## src/rtl/lb_arb2.sv

```systemverilog
// ---------------------------------------------------------------------------
// lb_arb2 -- two-master arbiter for the 32-bit local bus.
//
// Master 0 (Mesa-bus bridge) and master 1 (on-chip requester) each issue
// single-cycle write/read strobes with no backpressure. Every strobe is held
// in a one-entry slot per master, the bus is granted round-robin, exactly
// one transaction is in flight at a time, and read data (or TIMEOUT_DATA on
// a slave timeout) is steered back to the master that issued the read.
//
// Parameters:
//   TIMEOUT       cycles to wait for i_lb_rd_rdy after o_lb_rd (1..65535)
//   TIMEOUT_DATA  read data returned when the slave never answers
//
// Ports:
//   i_clk_lb                 single clock, rising edge
//   i_reset_l                synchronous active-low reset
//   i_mN_wr / i_mN_rd        single-cycle write / read strobes, N = 0,1
//   i_mN_addr / i_mN_wr_d    address and write data sampled with the strobe
//   o_mN_rd_d / o_mN_rd_rdy  read return data and its one-cycle valid pulse
//   o_mN_busy                master N has a held or in-flight transaction
//   o_mN_err                 sticky: dropped strobe or read timeout
//   o_lb_wr / o_lb_rd        registered single-cycle strobes to the slave
//   o_lb_addr / o_lb_wr_d    registered address / write data to the slave
//   i_lb_rd_d / i_lb_rd_rdy  slave read data and read-data-valid pulse
// ---------------------------------------------------------------------------
module lb_arb2 #(
    parameter int unsigned TIMEOUT      = 255,
    parameter logic [31:0] TIMEOUT_DATA = 32'hDEADBEEF
) (
    input  logic        i_clk_lb,
    input  logic        i_reset_l,
    input  logic        i_m0_wr,
    input  logic        i_m0_rd,
    input  logic [31:0] i_m0_addr,
    input  logic [31:0] i_m0_wr_d,
    input  logic        i_m1_wr,
    input  logic        i_m1_rd,
    input  logic [31:0] i_m1_addr,
    input  logic [31:0] i_m1_wr_d,
    output logic [31:0] o_m0_rd_d,
    output logic [31:0] o_m1_rd_d,
    output logic        o_m0_rd_rdy,
    output logic        o_m1_rd_rdy,
    output logic        o_m0_busy,
    output logic        o_m1_busy,
    output logic        o_m0_err,
    output logic        o_m1_err,
    output logic        o_lb_wr,
    output logic        o_lb_rd,
    output logic [31:0] o_lb_addr,
    output logic [31:0] o_lb_wr_d,
    input  logic [31:0] i_lb_rd_d,
    input  logic        i_lb_rd_rdy
);

    typedef enum logic [1:0] {
        S_IDLE,
        S_WR,
        S_RD,
        S_RD_WAIT
    } state_t;

    // Per-master views of the request ports, indexed by master number.
    logic [1:0]  w_wr;
    logic [1:0]  w_rd;
    logic [31:0] w_addr [2];
    logic [31:0] w_wrD  [2];

    assign w_wr      = {i_m1_wr, i_m0_wr};
    assign w_rd      = {i_m1_rd, i_m0_rd};
    assign w_addr[0] = i_m0_addr;
    assign w_addr[1] = i_m1_addr;
    assign w_wrD[0]  = i_m0_wr_d;
    assign w_wrD[1]  = i_m1_wr_d;

    // Holding slots: r_opRd is 1 for a read, 0 for a write.
    logic [1:0]  r_pend;
    logic [1:0]  r_opRd;
    logic [31:0] r_hAddr [2];
    logic [31:0] r_hData [2];
    logic [1:0]  r_err;

    // Arbitration / transaction state.
    state_t      r_state;
    state_t      w_stateNext;
    logic        r_owner;
    logic        w_ownerNext;
    logic        r_last;
    logic        w_lastNext;
    logic        w_winner;
    logic [15:0] r_cnt;
    logic [15:0] w_cntNext;
    logic [15:0] w_cntInc;

    // Registered outputs and their next values.
    logic        r_lbWr;
    logic        w_lbWrNext;
    logic        r_lbRd;
    logic        w_lbRdNext;
    logic [31:0] r_lbAddr;
    logic [31:0] w_lbAddrNext;
    logic [31:0] r_lbWrD;
    logic [31:0] w_lbWrDNext;
    logic [1:0]  r_rdRdy;
    logic [1:0]  w_rdRdyNext;
    logic [31:0] r_rdD     [2];
    logic [31:0] w_rdDNext [2];

    logic [1:0]  w_slotFree;
    logic [1:0]  w_accept;
    logic [1:0]  w_drop;
    logic [1:0]  w_clrPend;
    logic [1:0]  w_tmoErr;

    // Slot acceptance. A slot counts as free in the very cycle its entry is
    // being issued (WR or RD state), so a master can re-strobe immediately.
    // While the master's own read is waiting for data the slot is locked.
    // A write+read pair keeps the write and flags the lost read.
    always_comb begin
        for (int n = 0; n < 2; n++) begin
            w_slotFree[n] = (!r_pend[n]
                             || (((r_state == S_WR) || (r_state == S_RD)) && (r_owner == 1'(n))))
                            && !((r_state == S_RD_WAIT) && (r_owner == 1'(n)));
            w_accept[n]   = (w_wr[n] || w_rd[n]) && w_slotFree[n];
            w_drop[n]     = ((w_wr[n] || w_rd[n]) && !w_slotFree[n]) || (w_wr[n] && w_rd[n]);
        end
    end

    // Holding slots and sticky error flags. A fresh capture wins over the
    // retire-clear of the same slot.
    always_ff @(posedge i_clk_lb) begin
        if (!i_reset_l) begin
            r_pend <= 2'b00;
            r_opRd <= 2'b00;
            r_err  <= 2'b00;
            for (int n = 0; n < 2; n++) begin
                r_hAddr[n] <= 32'h0;
                r_hData[n] <= 32'h0;
            end
        end else begin
            for (int n = 0; n < 2; n++) begin
                if (w_accept[n]) begin
                    r_pend[n]  <= 1'b1;
                    r_opRd[n]  <= !w_wr[n];
                    r_hAddr[n] <= w_addr[n];
                    r_hData[n] <= w_wrD[n];
                end else if (w_clrPend[n]) begin
                    r_pend[n] <= 1'b0;
                end
            end
            r_err <= r_err | w_drop | w_tmoErr;
        end
    end

    // Round-robin pick: on a tie the master not granted last time wins.
    assign w_winner = (r_pend == 2'b11) ? ~r_last : r_pend[1];

    // Saturating timeout counter increment.
    assign w_cntInc = (r_cnt == 16'hFFFF) ? r_cnt : r_cnt + 16'd1;

    // Next-state and registered-output logic. The timeout fires in the cycle
    // the incremented count reaches TIMEOUT so that the return pulse lands
    // TIMEOUT+1 cycles after the lb_rd cycle.
    always_comb begin
        w_stateNext  = r_state;
        w_ownerNext  = r_owner;
        w_lastNext   = r_last;
        w_cntNext    = r_cnt;
        w_lbWrNext   = 1'b0;
        w_lbRdNext   = 1'b0;
        w_lbAddrNext = r_lbAddr;
        w_lbWrDNext  = r_lbWrD;
        w_rdRdyNext  = 2'b00;
        w_rdDNext[0] = r_rdD[0];
        w_rdDNext[1] = r_rdD[1];
        w_clrPend    = 2'b00;
        w_tmoErr     = 2'b00;

        case (r_state)
            S_IDLE: begin
                if (|r_pend) begin
                    w_ownerNext  = w_winner;
                    w_lastNext   = w_winner;
                    w_lbAddrNext = r_hAddr[w_winner];
                    if (r_opRd[w_winner]) begin
                        w_stateNext = S_RD;
                        w_lbRdNext  = 1'b1;
                    end else begin
                        w_stateNext = S_WR;
                        w_lbWrNext  = 1'b1;
                        w_lbWrDNext = r_hData[w_winner];
                    end
                end
            end
            S_WR: begin
                w_clrPend[r_owner] = 1'b1;
                w_stateNext        = S_IDLE;
            end
            S_RD: begin
                w_clrPend[r_owner] = 1'b1;
                w_cntNext          = 16'd0;
                w_stateNext        = S_RD_WAIT;
            end
            S_RD_WAIT: begin
                if (i_lb_rd_rdy) begin
                    w_rdDNext[r_owner]   = i_lb_rd_d;
                    w_rdRdyNext[r_owner] = 1'b1;
                    w_stateNext          = S_IDLE;
                end else if ({16'h0, w_cntInc} >= TIMEOUT) begin
                    w_rdDNext[r_owner]   = TIMEOUT_DATA;
                    w_rdRdyNext[r_owner] = 1'b1;
                    w_tmoErr[r_owner]    = 1'b1;
                    w_stateNext          = S_IDLE;
                end else begin
                    w_cntNext = w_cntInc;
                end
            end
            default: begin
                w_stateNext = S_IDLE;
            end
        endcase
    end

    // State and output registers. Reset abandons any read silently.
    always_ff @(posedge i_clk_lb) begin
        if (!i_reset_l) begin
            r_state  <= S_IDLE;
            r_owner  <= 1'b0;
            r_last   <= 1'b1;
            r_cnt    <= 16'd0;
            r_lbWr   <= 1'b0;
            r_lbRd   <= 1'b0;
            r_lbAddr <= 32'h0;
            r_lbWrD  <= 32'h0;
            r_rdRdy  <= 2'b00;
            r_rdD[0] <= 32'h0;
            r_rdD[1] <= 32'h0;
        end else begin
            r_state  <= w_stateNext;
            r_owner  <= w_ownerNext;
            r_last   <= w_lastNext;
            r_cnt    <= w_cntNext;
            r_lbWr   <= w_lbWrNext;
            r_lbRd   <= w_lbRdNext;
            r_lbAddr <= w_lbAddrNext;
            r_lbWrD  <= w_lbWrDNext;
            r_rdRdy  <= w_rdRdyNext;
            r_rdD[0] <= w_rdDNext[0];
            r_rdD[1] <= w_rdDNext[1];
        end
    end

    assign o_lb_wr     = r_lbWr;
    assign o_lb_rd     = r_lbRd;
    assign o_lb_addr   = r_lbAddr;
    assign o_lb_wr_d   = r_lbWrD;
    assign o_m0_rd_rdy = r_rdRdy[0];
    assign o_m1_rd_rdy = r_rdRdy[1];
    assign o_m0_rd_d   = r_rdD[0];
    assign o_m1_rd_d   = r_rdD[1];
    assign o_m0_err    = r_err[0];
    assign o_m1_err    = r_err[1];

    // Busy covers the held entry plus ownership of the active transaction.
    assign o_m0_busy   = r_pend[0] || ((r_state != S_IDLE) && !r_owner);
    assign o_m1_busy   = r_pend[1] || ((r_state != S_IDLE) && r_owner);

endmodule

```

## config.mk

```make
export PLATFORM = sky130hd
export DESIGN_NAME = lb_arb2
export DESIGN_NICKNAME = d
export VERILOG_FILES = /design/src/rtl/lb_arb2.sv
export SDC_FILE = /design/constraint.sdc
export NUM_CORES = 1
export LEC_CHECK = 0
export ABC_AREA = 1
export CAP_MARGIN = 30
export CORE_ASPECT_RATIO = 0.75
export CORE_MARGIN = 4
export CORE_UTILIZATION = 55
export DETAILED_ROUTE_END_ITERATION = 10
export PLACE_DENSITY = 0.86
export SYNTH_ARGS = -nofsm -noshare
export SYNTH_HDL_FRONTEND = slang
export SYNTH_SLANG_ARGS = --single-unit
```

## constraint.sdc

```tcl
create_clock -name i_clk_lb -period 10 [get_ports i_clk_lb]
set_input_delay 2 -clock i_clk_lb [delete_from_list [all_inputs] [get_ports i_clk_lb]]
set_output_delay 2 -clock i_clk_lb [all_outputs]
set_load 0.01 [all_outputs]
```

* Word-level counts from Yosys, hierarchy flattened
Memory sizes are Yosys's and may differ from the RTL's. A register that Yosys moved wholly into a read port is not among the register bits.
Index checks and enable logic that the tools add are counted.
** Operators by class
- Reductions and logical operators :: 49
- Muxes and demuxes :: 45
- $add $sub $neg :: 1
- Bitwise logic cells :: 15
- Equality and inequality tests :: 9
- Order comparisons :: 6
** Operators by type and width (count)
- $mux W32 :: 7
- $mux W64 :: 3
- $bwmux W64 :: 1
- $mux W16 :: 3
- $or A48 B48 Y48 :: 1
- $demux W32 S1 :: 1
- $pmux W16 S2 :: 1
- $mux W1 :: 18
- $mux W2 :: 9
- $add A16 B1 Y16 const B :: 1
- $and A16 B16 Y16 :: 1
- $eq A16 B16 Y1 const B :: 1
- $ge A16 B8 Y1 const B :: 1
- $logic_and A1 B1 Y1 :: 16
- $not A16 Y16 :: 1
- $logic_not A1 Y1 :: 11
- $logic_or A1 B1 Y1 :: 9
- $reduce_and A3 Y1 :: 3
- $pmux W2 S4 :: 1
- $reduce_bool A2 Y1 :: 4
- $eq A2 B2 Y1 const B :: 3
- $ne A2 B2 Y1 const B :: 3
- $or A1 B1 Y1 :: 6
- $reduce_and A2 Y1 :: 3
- 12 further kinds :: 17
** Word-level totals
- Input port bits :: 167
- Memory bits (writable) :: 192
- Flip-flop bits (word level) :: 30
- Word-level logic and storage cells :: 140
- Memories :: 3
- Output and inout port bits :: 136
** Memory list
- r_hAddr :: words 2, bits a word 32, rd ports 1, clocked after memory_dff 1, write ports 2, RTL line 79 : logic [31:0] r_hAddr [2];
- r_hData :: words 2, bits a word 32, rd ports 1, clocked after memory_dff 1, write ports 2, RTL line 80 : logic [31:0] r_hData [2];
- r_rdD :: words 2, bits a word 32, rd ports 2, clocked after memory_dff 0, write ports 2, RTL line 106 : logic [31:0] r_rdD [2];

* Logic depth before layout (Yosys ltp)
Gate-level depths: netlist of the first run.
- Depth in word-level cells :: 11
- Depth in mapped cells :: 16
- Depth with buffers taken out :: 15

* Least setup slack after synthesis of the first run
Ideal clock, no wire load.
- Path type :: input to register
- Start point :: in i_reset_l
- End point :: mem r_hAddr[0][0], enable pin
- Required time :: 9.312 ns
- Buffers on the path :: 3
- Library setup time :: 0.688 ns
- Slack :: 5.437 ns
- Cell stages on the path :: 4
- Data arrival time :: 3.875 ns
- Path through :: clkbuf_1 -> clkbuf_1 -> clkbuf_1 -> nand2_1
** RTL lines
- start, declared :: RTL line 31 : input logic i_reset_l,
- end, declared :: RTL line 79

==> summary.txt, run 1 <==
Routability Congestion: 0.874
Finished Cell Area: 0.0174 mm2
critical setup path kind: primary input to register
Syn Nets: 1930
Worst VDD drop: 0.000191 V
#FFs+latches synth: 286
final-stage net count: 2167
sequential-to-total area share from yosys stat: 52.3%
Post-CTS Hold Fix Bufs: 0
Syn Area/Cell: 7.62 um2
hold depth: 2
row cnt: 49
clk sinks: 286
first-pass GRT wire length: 60.3 mm
DRC violations left: 0
Clock Latency Late Sink: 0.57 ns
Inserted Clock Buffers: 28
CP Data Required Time: 10.48 ns
pwr/cell area: 192 mW/mm2
H-tree depth: 1
GRT Util Overall: 27.2%
mapped cell area: 0.0134 mm2
PortBufs: 302
unrepaired setup endpoints after global routing: no
core area: 0.0240 mm2
highest clock rate: 205 MHz
R2R depth: 8
CTS root buf: clkbuf_16
Mapped Cells: 1759
CTS resizes: 0
Final Critical Period: 4.89 ns
First-pass DRT Iterations: 6
hpwl dp: 24.7 mm
wire length per cell: 16.2 um
HP Class: register to register
placed instance area: 0.0165 mm2
initial antenna violation count: 2
number of I/O pins: 303
DR iter-0 viols: 1303
via count: 12400
global route overflow: 0
Routed WL: 38.1 mm
Post-CTS Setup Inserts: 0
Max Cap Viol: 0
DIE AREA: 0.0269 mm2
final hold vios: 0
Slew @ Worst Pin: 1.04 ns
Syn. warnings: 0
routed vias/inst: 5.28
Seq. cell area: 0.00701 mm2
CP endpoint kind: register
Worst slew margin: 30.4%
initial core utilization: 55.9%
Post-Route Skew: 0.0257 ns
CTS tree: done
clk slew on worst S/H paths: 0.06 ns
P&R area growth vs syn: 29.8%
setup TNS: 0 ns
Critical Path AT: 5.37 ns
Distinct cells, synth: 33
die width: 188 um
largest net degree at the start of global routing: 87
vias in the first global route: 12100
layout cell share with drive strength beyond 1: 4.76%
maximum clock path buffer count: 3
startpoint types: primary input
Static Leak: 7.61 nW
Pins Over Slew Limit: 0
Multi-input gate area: 0.00461 mm2
Filler cells: 1729
Die H: 143 um
Hold Slack: 0.477 ns
ANT nets after route: 0
Final Setup Violations: 0
outcome: complete, no violations
final worst-path cycle share: 48.9%
crit-path max FO: 69
## report_power, final
group / switching [mW] / total [mW] / internal [mW]
Sequential: 0.0745 / 1.50 / 1.42
Combinational: 0.480 / 0.803 / 0.322
Clock: 0.463 / 1.04 / 0.576
## path summary, 6_finish.rpt
kind | start | to | slack, ns
worst min-delay path | r_last | r_last | 0.48
worst max-delay path | i_lb_rd_rdy | r_rdD[0][8] | 5.11
worst max register to register | r_state[1] | r_hData[1][15] | 6.03
worst min register to register | r_last | r_last | 0.48
## kinds of logic (layout without fill, tap and decap cells)
group           count (synthesis)  after routing  share of synthesized area, %
other cells                     0              1                             0
mux                             1              1                        0.0747
flops                         286            286                          52.3
xor+xnor                        1              1                        0.0654
compound gates                252            252                          9.93
fa+ha+maj                       4              4                         0.374
simple gates                  757            757                          23.8
buf+inv                       458            717                          13.5
## synthesized netlist by cell type
| cell | n | area [um2] |
|---|---|---|
| nand2_2 | 1 | 6.26 |
| nand3_2 | 2 | 20.0 |
| a211oi_1 | 1 | 7.51 |
| xor2_1 | 1 | 8.76 |
| inv_2 | 12 | 45.0 |
| or2_2 | 3 | 18.8 |
| clkbuf_1 | 68 | 255 |
| a31oi_1 | 33 | 206 |
| a21oi_1 | 126 | 631 |
| buf_1 | 17 | 63.8 |
| o31ai_1 | 1 | 7.51 |
| nor2_2 | 5 | 31.3 |
| mux2i_1 | 1 | 10.0 |
| ha_1 | 4 | 50.1 |
| buf_6 | 8 | 90.1 |
| buf_4 | 3 | 22.5 |
| nand4_2 | 1 | 12.5 |
| nand2_1 | 356 | 1340 |
| o21bai_1 | 1 | 7.51 |
| o22ai_1 | 16 | 100 |
| o21ai_1 | 1 | 5.00 |
| nand3_4 | 3 | 52.6 |
| buf_2 | 12 | 60.1 |
| nor2_4 | 1 | 11.3 |
| o21ai_0 | 73 | 365 |
| nand4_1 | 70 | 438 |
| inv_1 | 338 | 1270 |
| or2_1 | 3 | 18.8 |
| nor2_1 | 256 | 961 |
| dfxtp_1 | 158 | 3160 |
| edfxtp_1 | 128 | 3840 |
| nor3_1 | 3 | 15.0 |
| nand3_1 | 53 | 265 |
## cell usage in the layout (no fill, tap or decap), types with 4 or more instances in the layout
cell type,instances
nand4_1,70
nor2_2,5
buf_4,13
clkbuf_1,5
dfxtp_1,158
o21ai_0,72
clkbuf_8,4
inv_2,14
a21oi_1,126
edfxtp_1,128
nand2_1,353
nor2_1,255
nand2_2,4
clkinv_2,7
nand3_1,53
clkdlybuf4s50_1,300
a31oi_1,33
inv_1,336
o22ai_1,16
clkbuf_16,28
## flip-flops by register name (all words and copies together), names as in the netlist
| register | count |
|---|---|
| r_last | 1 |
| o_lb_rd | 1 |
| r_hAddr | 64 |
| o_lb_wr | 1 |
| r_owner | 1 |
| r_rdRdy | 2 |
| r_hData | 64 |
| r_cnt | 16 |
| r_opRd | 2 |
| o_lb_addr | 32 |
| r_rdD | 64 |
| r_state | 2 |
| r_pend | 2 |
| r_err | 2 |
| o_lb_wr_d | 32 |
## layer usage
metal  track usage (%)  up-vias  share of wire [%]
li1                  -     5993                  -
met4              10.8        2                4.4
met5                 0        -              0.032
met1              34.2     5687                 39
met2              45.9      617                 47
met3              6.33      111                9.4
## metrics by stage
stage | power [mW] | cells | setup WS (ns) | utilization [%]
after floorplan | 1.95 | 1759 | 5.44 | -
after global placement | 2.28 | 2296 | 4.73 | 68.6
after detailed placement | 2.31 | 2297 | 4.68 | 68.8
after CTS | 3.34 | 2349 | 5.22 | 72.6
after global routing | 3.49 | 2350 | 4.88 | 72.6
final | 3.34 | 2350 | 5.11 | 72.6
## cell type report
type	instances	share of cell area [%]
inverter	350	7.55
tap	331	2.38
sequential	286	40.3
timing repair buffer	315	18.0
multi-input combinational	1015	26.5
clock buffer	37	4.45
antenna	1	0.0144
clock inverter	15	0.784
## critical path, cell delays in order
cell and delay (ns):
buf_2 0.76, inv_1 0.73, nand3_4 0.85, nand3_4 0.57
nand2_1 0.24, inv_2 0.05, nor2_1 0.10
(Power assumes the default switching activity.)
==> run 2: changes to the inputs <==
Settings changed: CORE_UTILIZATION 55 to 46, PLACE_DENSITY 0.86 to 0.77.
Clock period 10 ns to 4.2 ns, I/O delays scaled along.
==> run 2 against run 1 <==
Global-route usage shrank 3.7 points. Register-to-register slack lost 4.9 ns. Flip-flop and latch count unchanged. Combinational power rose by 140%. Sequential share of layout area shrank 0.59 points. Setup slack got worse by 4.0 ns. Design area is 1.5% higher.
==> summary.txt, run 2 (synthesized netlist as in run 1, its figures left out) <==
outcome: complete, no violations
pwr/cell area: 472 mW/mm2
Clock Latency Late Sink: 0.57 ns
Pwr Total: 8.34 mW
Critical Path AT: 3.50 ns
Clock power frac: 34.1%
die width: 205 um
Routed WL: 39.1 mm
Final Setup Violations: 0
global route overflow: 0
initial antenna violation count: 0
P&R area growth vs syn: 31.8%
GRT Util Overall: 23.5%
highest clock rate: 327 MHz
most frequent cells in the layout: nand2_1, inv_1, clkdlybuf4s50_1
Pins Over Slew Limit: 0
Finished Cell Area: 0.0177 mm2
H-tree depth: 1
number of I/O pins: 303
PortBufs: 302
final hold vios: 0
clk slew on worst S/H paths: 0.06 ns
critical setup path kind: register to register
Post-CTS Hold Fix Bufs: 0
final-stage net count: 2171
Post-Route Skew: 0.0278 ns
Final Critical Period: 3.06 ns
First-pass DRT Iterations: 6
CTS root buf: clkbuf_16
R2R Path End: r_rdD[0][5]
combinational power share: 23.1%
setup TNS: 0 ns
Filler cells: 2377
final core occ: 62.2%
Worst VDD drop: 0.000349 V
Static Leak: 7.71 nW
Sw Pwr: 2.47 mW
CTS resizes: 0
ANT nets after route: 0
Worst slew margin: 29.4%
CTS tree: done
row cnt: 53
unrepaired setup endpoints after global routing: no
hold depth: 2
diode count: 0
wire length per cell: 16.2 um
Setup WS pre-CTS: 1.12 ns
CP Data Required Time: 4.64 ns
Worst Hold End: r_cnt[15]
via count: 12400
Inserted Clock Buffers: 30
Seq pwr share: 42.9%
biggest regs: r_hAddr: 64 flops, r_hData: 64 flops, r_rdD: 64 flops
hold path start: r_cnt[15]
Routability Congestion: 0.889
HP Class: register to register
clk sinks: 286
Worst R2R Start: r_cnt[0]
Max Cap Viol: 0
DRC violations left: 0
final worst-path cycle share: 72.8%
hpwl dp: 25.7 mm
commonest non-fill, non-tap cell in the layout: nand2_1
crit-path max FO: 45
initial core utilization: 47.2%
core area: 0.0284 mm2
r2r setup slk: 1.14 ns
DR iter-0 viols: 1096
CP endpoint kind: register
first-pass GRT wire length: 62.0 mm
DIE AREA: 0.0319 mm2
Sw Ratio: 29.6%
R2R depth: 13
Slew @ Worst Pin: 1.06 ns
largest net degree at the start of global routing: 129
maximum clock path buffer count: 3
min setup slack post-route: 1.14 ns
layout cell share with drive strength beyond 1: 4.94%
routed vias/inst: 5.13
Die H: 156 um
placed instance area: 0.0166 mm2
vias in the first global route: 11900
P_int: 5.87 mW
Post-CTS Setup Inserts: 0
startpoint types: register
==> run 2: worst max path at each step <==
stage	start	slack, ns	depth (start not counted)	endpoint
final	r_cnt[0]	1.14	13	r_rdD[0][5]
after global placement	i_m0_wr	1.19	6	r_hData[1][25]
after floorplan	i_reset_l	0.80	4	r_hAddr[0][0]
after detailed placement	i_m0_wr	1.12	6	r_hData[0][14]
after global routing	r_cnt[0]	0.86	13	r_rdD[0][3]
after CTS	r_cnt[0]	1.16	13	r_rdD[0][5]
==> run 2: through the flow <==
| stage | instances | hold WS [ns] |
|---|---|---|
| after floorplan | 1759 | 0.429 |
| after global placement | 2352 | 0.455 |
| after detailed placement | 2352 | 0.473 |
| after CTS | 2408 | 0.486 |
| after global routing | 2409 | 0.514 |
| final | 2409 | 0.485 |
==> run 2: worst max-delay path: stages, from the launching register on <==
cell	delay, ns
dfxtp_1	0.40
ha_1	0.23
nand3_2	0.14
inv_2	0.15
nand4_2	0.32
nand2_1	0.21
nand2_1	0.06
nor2_1	0.13
nand3_2	0.14
nand3_4	0.33
buf_4	0.49
nand4_1	0.15
nand2_1	0.10
nor2_1	0.05
==> run 2: cell type report <==
type	count	area, um2	area share, %
clock inverter	20	277	1.57
inverter	350	1310	7.44
tap	385	482	2.73
timing repair buffer	317	3170	18.0
multi-input combinational	1015	4620	26.2
clock buffer	36	783	4.44
sequential	286	7010	39.7
==> run 2: per-layer routing <==
layer | wire length [um] | global-route usage (%)
met5 | 0 | 0
met3 | 2920 | 3.57
met1 | 16500 | 31.6
met2 | 18500 | 39.6
met4 | 1180 | 7.36
==> run 2: power groups by stage <==
stage | sequential (mW) | combinational (mW) | clock (mW)
6_report | 3.57 | 1.92 | 2.84
3_3_place_gp | 3.62 | 1.86 | 0
4_1_cts | 3.58 | 1.92 | 2.88
5_1_grt | 3.61 | 2.12 | 3.00
2_1_floorplan | 3.67 | 0.966 | 0
3_5_place_dp | 3.63 | 1.90 | 0
